**src/rtl/matrix_row_scanner.sv**
```systemverilog
// matrix_row_scanner: row-multiplexed driver for a ROWS x COLS LED matrix.
// Frames are double-buffered (shadow -> display) and the swap happens only on
// entry to row 0, so a displayed frame never tears. Each row slot is SCAN_DIV
// cycles: BLANK_CYC cycles dark (anti-ghosting), then the row is driven.
// Optional feature macro: BRIGHTNESS_PWM_EN (3-bit PWM dimming in DRIVE).
module matrix_row_scanner #(
  parameter int ROWS      = 5,
  parameter int COLS      = 7,
  parameter int SCAN_DIV  = 1000,
  parameter int BLANK_CYC = 8
) (
  input  logic                 CLK,
  input  logic                 RST_N,
  input  logic                 enable,
  input  logic [ROWS*COLS-1:0] frame_in,
  input  logic                 frame_valid,
  input  logic [2:0]           brightness,
  output logic [ROWS-1:0]      row_sel,
  output logic [COLS-1:0]      col_drv,
  output logic                 frame_start
);

  localparam int CNT_W = (SCAN_DIV > 1) ? $clog2(SCAN_DIV) : 1;
  localparam int ROW_W = (ROWS > 1) ? $clog2(ROWS) : 1;

  typedef enum logic [1:0] {IDLE, BLANK, DRIVE} state_t;

  state_t               state;
  logic [CNT_W-1:0]     cnt;
  logic [ROW_W-1:0]     row;
  logic [ROWS*COLS-1:0] shadow;
  logic [ROWS*COLS-1:0] display;
  logic                 pending;

  logic             blank_done;
  logic             slot_done;
  logic             last_row;
  logic             swap;
  logic [COLS-1:0]  row_pix;
  logic             col_on;
  logic [ROWS-1:0]  row_onehot;

  assign blank_done = (state == BLANK) && (cnt == CNT_W'(BLANK_CYC - 1));
  assign slot_done  = (state == DRIVE) && (cnt == CNT_W'(SCAN_DIV - 1));
  assign last_row   = (row == ROW_W'(ROWS - 1));
  // Entering row 0: either a fresh start from IDLE or the wrap after the last row.
  assign swap       = enable && ((state == IDLE) || (slot_done && last_row));

  // Select the pixels of the current row from the display buffer.
  always_comb begin
    row_pix    = '0;
    row_onehot = '0;
    for (int r = 0; r < ROWS; r++) begin
      if (row == ROW_W'(r)) begin
        row_pix       = display[r*COLS +: COLS];
        row_onehot[r] = 1'b1;
      end
    end
  end

  // Scan FSM: row slot sequencing with a slot counter that restarts every row.
  always_ff @(posedge CLK or negedge RST_N) begin
    if (!RST_N) begin
      state <= IDLE;
      cnt   <= '0;
      row   <= '0;
    end else if (!enable) begin
      state <= IDLE;
      cnt   <= '0;
      row   <= '0;
    end else begin
      case (state)
        IDLE: begin
          state <= BLANK;
          cnt   <= '0;
          row   <= '0;
        end
        BLANK: begin
          cnt <= cnt + CNT_W'(1);
          if (blank_done) state <= DRIVE;
        end
        DRIVE: begin
          if (slot_done) begin
            state <= BLANK;
            cnt   <= '0;
            row   <= last_row ? '0 : row + ROW_W'(1);
          end else begin
            cnt <= cnt + CNT_W'(1);
          end
        end
        default: begin
          state <= IDLE;
          cnt   <= '0;
          row   <= '0;
        end
      endcase
    end
  end

  // Frame capture into shadow and tear-free swap into display at row-0 entry.
  always_ff @(posedge CLK or negedge RST_N) begin
    if (!RST_N) begin
      shadow  <= '0;
      display <= '0;
      pending <= 1'b0;
    end else begin
      if (frame_valid) shadow <= frame_in;
      if (swap) begin
        // A strobe coinciding with the swap bypasses the shadow entirely.
        if (frame_valid) begin
          display <= frame_in;
          pending <= 1'b0;
        end else if (pending) begin
          display <= shadow;
          pending <= 1'b0;
        end
      end else if (frame_valid) begin
        pending <= 1'b1;
      end
    end
  end

`ifdef BRIGHTNESS_PWM_EN
  logic [2:0] pwm_cnt;
  logic [2:0] bright_q;

  // PWM phase restarts at each DRIVE entry; brightness is latched for the row.
  always_ff @(posedge CLK or negedge RST_N) begin
    if (!RST_N) begin
      pwm_cnt  <= '0;
      bright_q <= '0;
    end else if (enable && blank_done) begin
      pwm_cnt  <= '0;
      bright_q <= brightness;
    end else if (state == DRIVE) begin
      pwm_cnt <= pwm_cnt + 3'd1;
    end
  end

  assign col_on = (pwm_cnt <= bright_q);
`else
  logic unused_brightness;
  assign unused_brightness = ^brightness;
  assign col_on            = 1'b1;
`endif

  // Registered outputs follow the current state; enable low blanks immediately.
  always_ff @(posedge CLK or negedge RST_N) begin
    if (!RST_N) begin
      row_sel     <= '0;
      col_drv     <= '1;
      frame_start <= 1'b0;
    end else begin
      row_sel     <= '0;
      col_drv     <= '1;
      frame_start <= 1'b0;
      if (enable) begin
        case (state)
          BLANK: frame_start <= (row == '0) && (cnt == '0);
          DRIVE: begin
            row_sel <= row_onehot;
            col_drv <= col_on ? ~row_pix : '1;
          end
          default: ;
        endcase
      end
    end
  end

endmodule

```
**config.mk**
```make
export PLATFORM = sky130hd
export DESIGN_NAME = matrix_row_scanner
export DESIGN_NICKNAME = d
export VERILOG_FILES = /design/src/rtl/matrix_row_scanner.sv
export SDC_FILE = /design/constraint.sdc
export NUM_CORES = 1
export LEC_CHECK = 0
export CORE_UTILIZATION = 55
export CTS_CLUSTER_SIZE = 25
export DETAILED_ROUTE_END_ITERATION = 8
export GPL_TIMING_DRIVEN = 0
export PLACE_DENSITY = 0.85
export SYNTH_ARGS = -nofsm -noshare
export SYNTH_HDL_FRONTEND = slang
export SYNTH_SLANG_ARGS = --single-unit
```
**constraint.sdc**
```tcl
create_clock -name CLK -period 2.5 [get_ports CLK]
set_input_delay 0.375 -clock CLK [delete_from_list [all_inputs] [get_ports CLK]]
set_output_delay 0.375 -clock CLK [all_outputs]
set_load 0.005 [all_outputs]
```
==> flow_metrics.tcl <==
set metrics [dict create \
    run_status "finished clean" \
    yosysUniqueCellTypes 38 \
    synth_edf_count 0 \
    crit_path_max_fanout 9 \
    nets 427 \
    overflow 0 \
    hold_viol_final 0 \
    cp-end-kind "register" \
    worstSkewPairLatency_ns 0.37 \
    required_ns 2.77 \
    setup_viol 0 \
    yosysMostFrequentCell "dfrtp_1" \
    drive_gt1_frac 0.282 \
    postSynthCellCount 312 \
    netlist_area_um2 4360 \
    worst_setup_path_start_kind "register" \
    ys_seq_area_frac 0.570 \
    ant_nets 0 \
    grt_max_degree 53 \
    p_leak_nw 2.24 \
    dp_hpwl_um 5860 \
    hold_path_class "input port to async pin" \
    ys.flop_type "dfrtp_1" \
    yosysTopAreaCell "dfrtp_1" \
    syn_nets 365 \
    io_pins 55 \
    die_h_um 91.0 \
    routabilityCongestion 0.796 \
    wl_per_cell_um 16.7 \
    finalNonFillerCells 481 \
    drc_errors 0 \
    p_per_area_nw_per_um2 858 \
    synthArstFlopShare 1.00 \
    path_cells "ha_1 -> ha_1 -> clkbuf_1 -> or2_2 -> clkbuf_1 -> o311ai_0 -> o211ai_1" \
    period_share 0.964 \
    avgViaCountPerCell 5.59 \
    num_vias 2689 \
    clock-sinks 99 \
    synthTopCellsByCount "dfrtp_1, mux2_2, mux2_4" \
    io_buffers 50 \
    yosysTopAreaCellShare 0.528 \
    vdd_ir_drop_max_mv 0.350 \
    max_stage_delay_ns 0.61 \
    maxCapViolCount 0 \
    grt_use_total 0.212 \
    cts_root_buffer "clkbuf_8" \
    worstSetupPathType "register to register" \
    clk_pin_slew_worst_paths_ns 0.10 \
    post_cts_buffers 0 \
    grt_pass1_vias 2652 \
    drtIter0Drc 112 \
    synth_seq_cells 99 \
    drt-total-wl_um 8040 \
    slew_violations 0 \
    syn_area_per_cell_um2 14.0 \
    arrival_ns 2.68 \
    fin_skew_ns 0.0122 \
    grt_antenna_before_repair 0 \
    ctsHoldBuffers 0 \
    grt_first_pass_wirelength_um 13500 \
    first_pass_iters 5 \
    cts_buffers 9 \
    initial_core_util 0.567 \
    die_area_um2 8280 \
    grt_setup_unrepaired "false" \
    period_needed_ns 2.41 \
    cp_slowest_cell "o311ai_0" \
    yosys_warnings 0 \
    num_rows 32 \
    dp.cells 465 \
    fmax_ghz 0.415 \
    tightest_slew_ns 0.676 \
    slew_headroom 0.549 \
    htree_levels 3 \
    clockBufferDepth 2 \
    cts_resized 0 \
    die_w_um 91.0 \
    antenna_cells 0 \
    fin_total_pwr_mw 4.47 \
    cts_tree "yes" \
    area_growth_pct 19.4 \
    core_area_um2 7690 \
    synth.area.top_cells "dfrtp_1, mux2_2, mux2_4" \
]
## state kept, by name, summed over array words and instances, names as in the netlist
register     flops
row              3
display         35
shadow          35
state            2
col_drv          7
cnt             10
pending          1
row_sel          5
frame_start      1
## critical path, delay by kind of cell (launching register included)
| kind | cells | cell delay, ns |
|---|---|---|
| adders and majority gates | 2 | 0.40 |
| DFF | 1 | 0.46 |
| buffers and inverters | 2 | 0.34 |
| AOI/OAI and AO/OA | 2 | 0.79 |
| and+or+nand+nor | 1 | 0.30 |
## layout by cell type (no fill, tap or decap), drive strengths merged
master / Yosys / final
o211ai: 10 / 10
dfstp: 7 / 7
mux2i: 3 / 3
o221ai: 1 / 1
clkbuf: 9 / 19
o31ai: 1 / 1
nor2b: 8 / 8
nor2: 13 / 13
inv: 9 / 12
and3: 4 / 4
nor4: 3 / 3
xnor2: 6 / 6
and2: 1 / 1
or3: 1 / 1
xor2: 2 / 2
buf: 8 / 10
o31a: 1 / 1
nand3: 7 / 7
mux2: 70 / 70
a221oi: 7 / 7
nand4: 3 / 3
a211oi: 1 / 1
o41ai: 1 / 1
nand2: 15 / 15
clkdlybuf4s50: 0 / 49
dfrtp: 92 / 92
o21a: 1 / 1
ha: 11 / 11
nor3: 4 / 4
or2: 2 / 2
o311ai: 7 / 7
clkinv: 0 / 2
o21ai: 3 / 3
a32oi: 1 / 1
clkinvlp: 0 / 1
## cell families after synthesis
group	Yosys count	share of synthesized area
adders and majority gates	11	0.0316
DFF	99	0.570
buffers and inverters	26	0.0287
and+or+nand+nor	61	0.0724
AOI/OAI and AO/OA	34	0.0672
muxes	73	0.214
xor gates and xnor gates	8	0.0161
## metrics by stage
stage | area [um2] | setup slack [ns] | hold WS, ns | TNS (ns) | util
5_1_grt | 5200 | 0.0355 | 0.0350 | 0 | 0.677
6_report | 5200 | 0.0906 | 0.000747 | 0 | 0.677
2_1_floorplan | 4360 | 0.598 | 0.0794 | 0 | -
3_5_place_dp | 5010 | 0.0709 | 0.420 | 0 | 0.652
4_1_cts | 5200 | 0.0529 | 0.0155 | 0 | 0.677
3_3_place_gp | 4990 | -2.38 | 0.438 | -227.93 | 0.649
## layer usage
| metal | wire [um] | global-route usage |
|---|---|---|
| met1 | 3760 | 0.294 |
| met2 | 3880 | 0.335 |
| met5 | 0 | 0 |
| met4 | 126 | 0.0833 |
| met3 | 273 | 0.0377 |
## power by group
group | switching (mW) | total, mW | internal [mW]
combinational | 0.484 | 1.24 | 0.751
sequential | 0.238 | 2.24 | 2.00
clock | 0.582 | 0.992 | 0.410
## cell type report
type | count | area, um2
Sequential cell | 99 | 2490
Fill cell | 555 | 2480
Multi-Input combinational cell | 187 | 1750
Timing Repair Buffer | 51 | 526
Clock buffer | 10 | 138
Tap cell | 102 | 128
Buffer | 17 | 91.3
Clock inverter | 6 | 56.3
Inverter | 9 | 33.8
## path summary, 6_finish.rpt
path,slack [ns],endpoint,startpoint,cells past startpoint
min in group CLK,0.46,col_drv[2],display[30],1
setup / recovery,0.09,col_drv[6],row[0],7
hold / removal,0.0007,display[34],RST_N,1
max in group asynchronous,1.81,col_drv[1],RST_N,2
setup reg to reg,0.09,col_drv[6],row[0],7
hold reg to reg,0.46,col_drv[2],display[30],1
No activity file was read; power rests on OpenSTA's default activity.
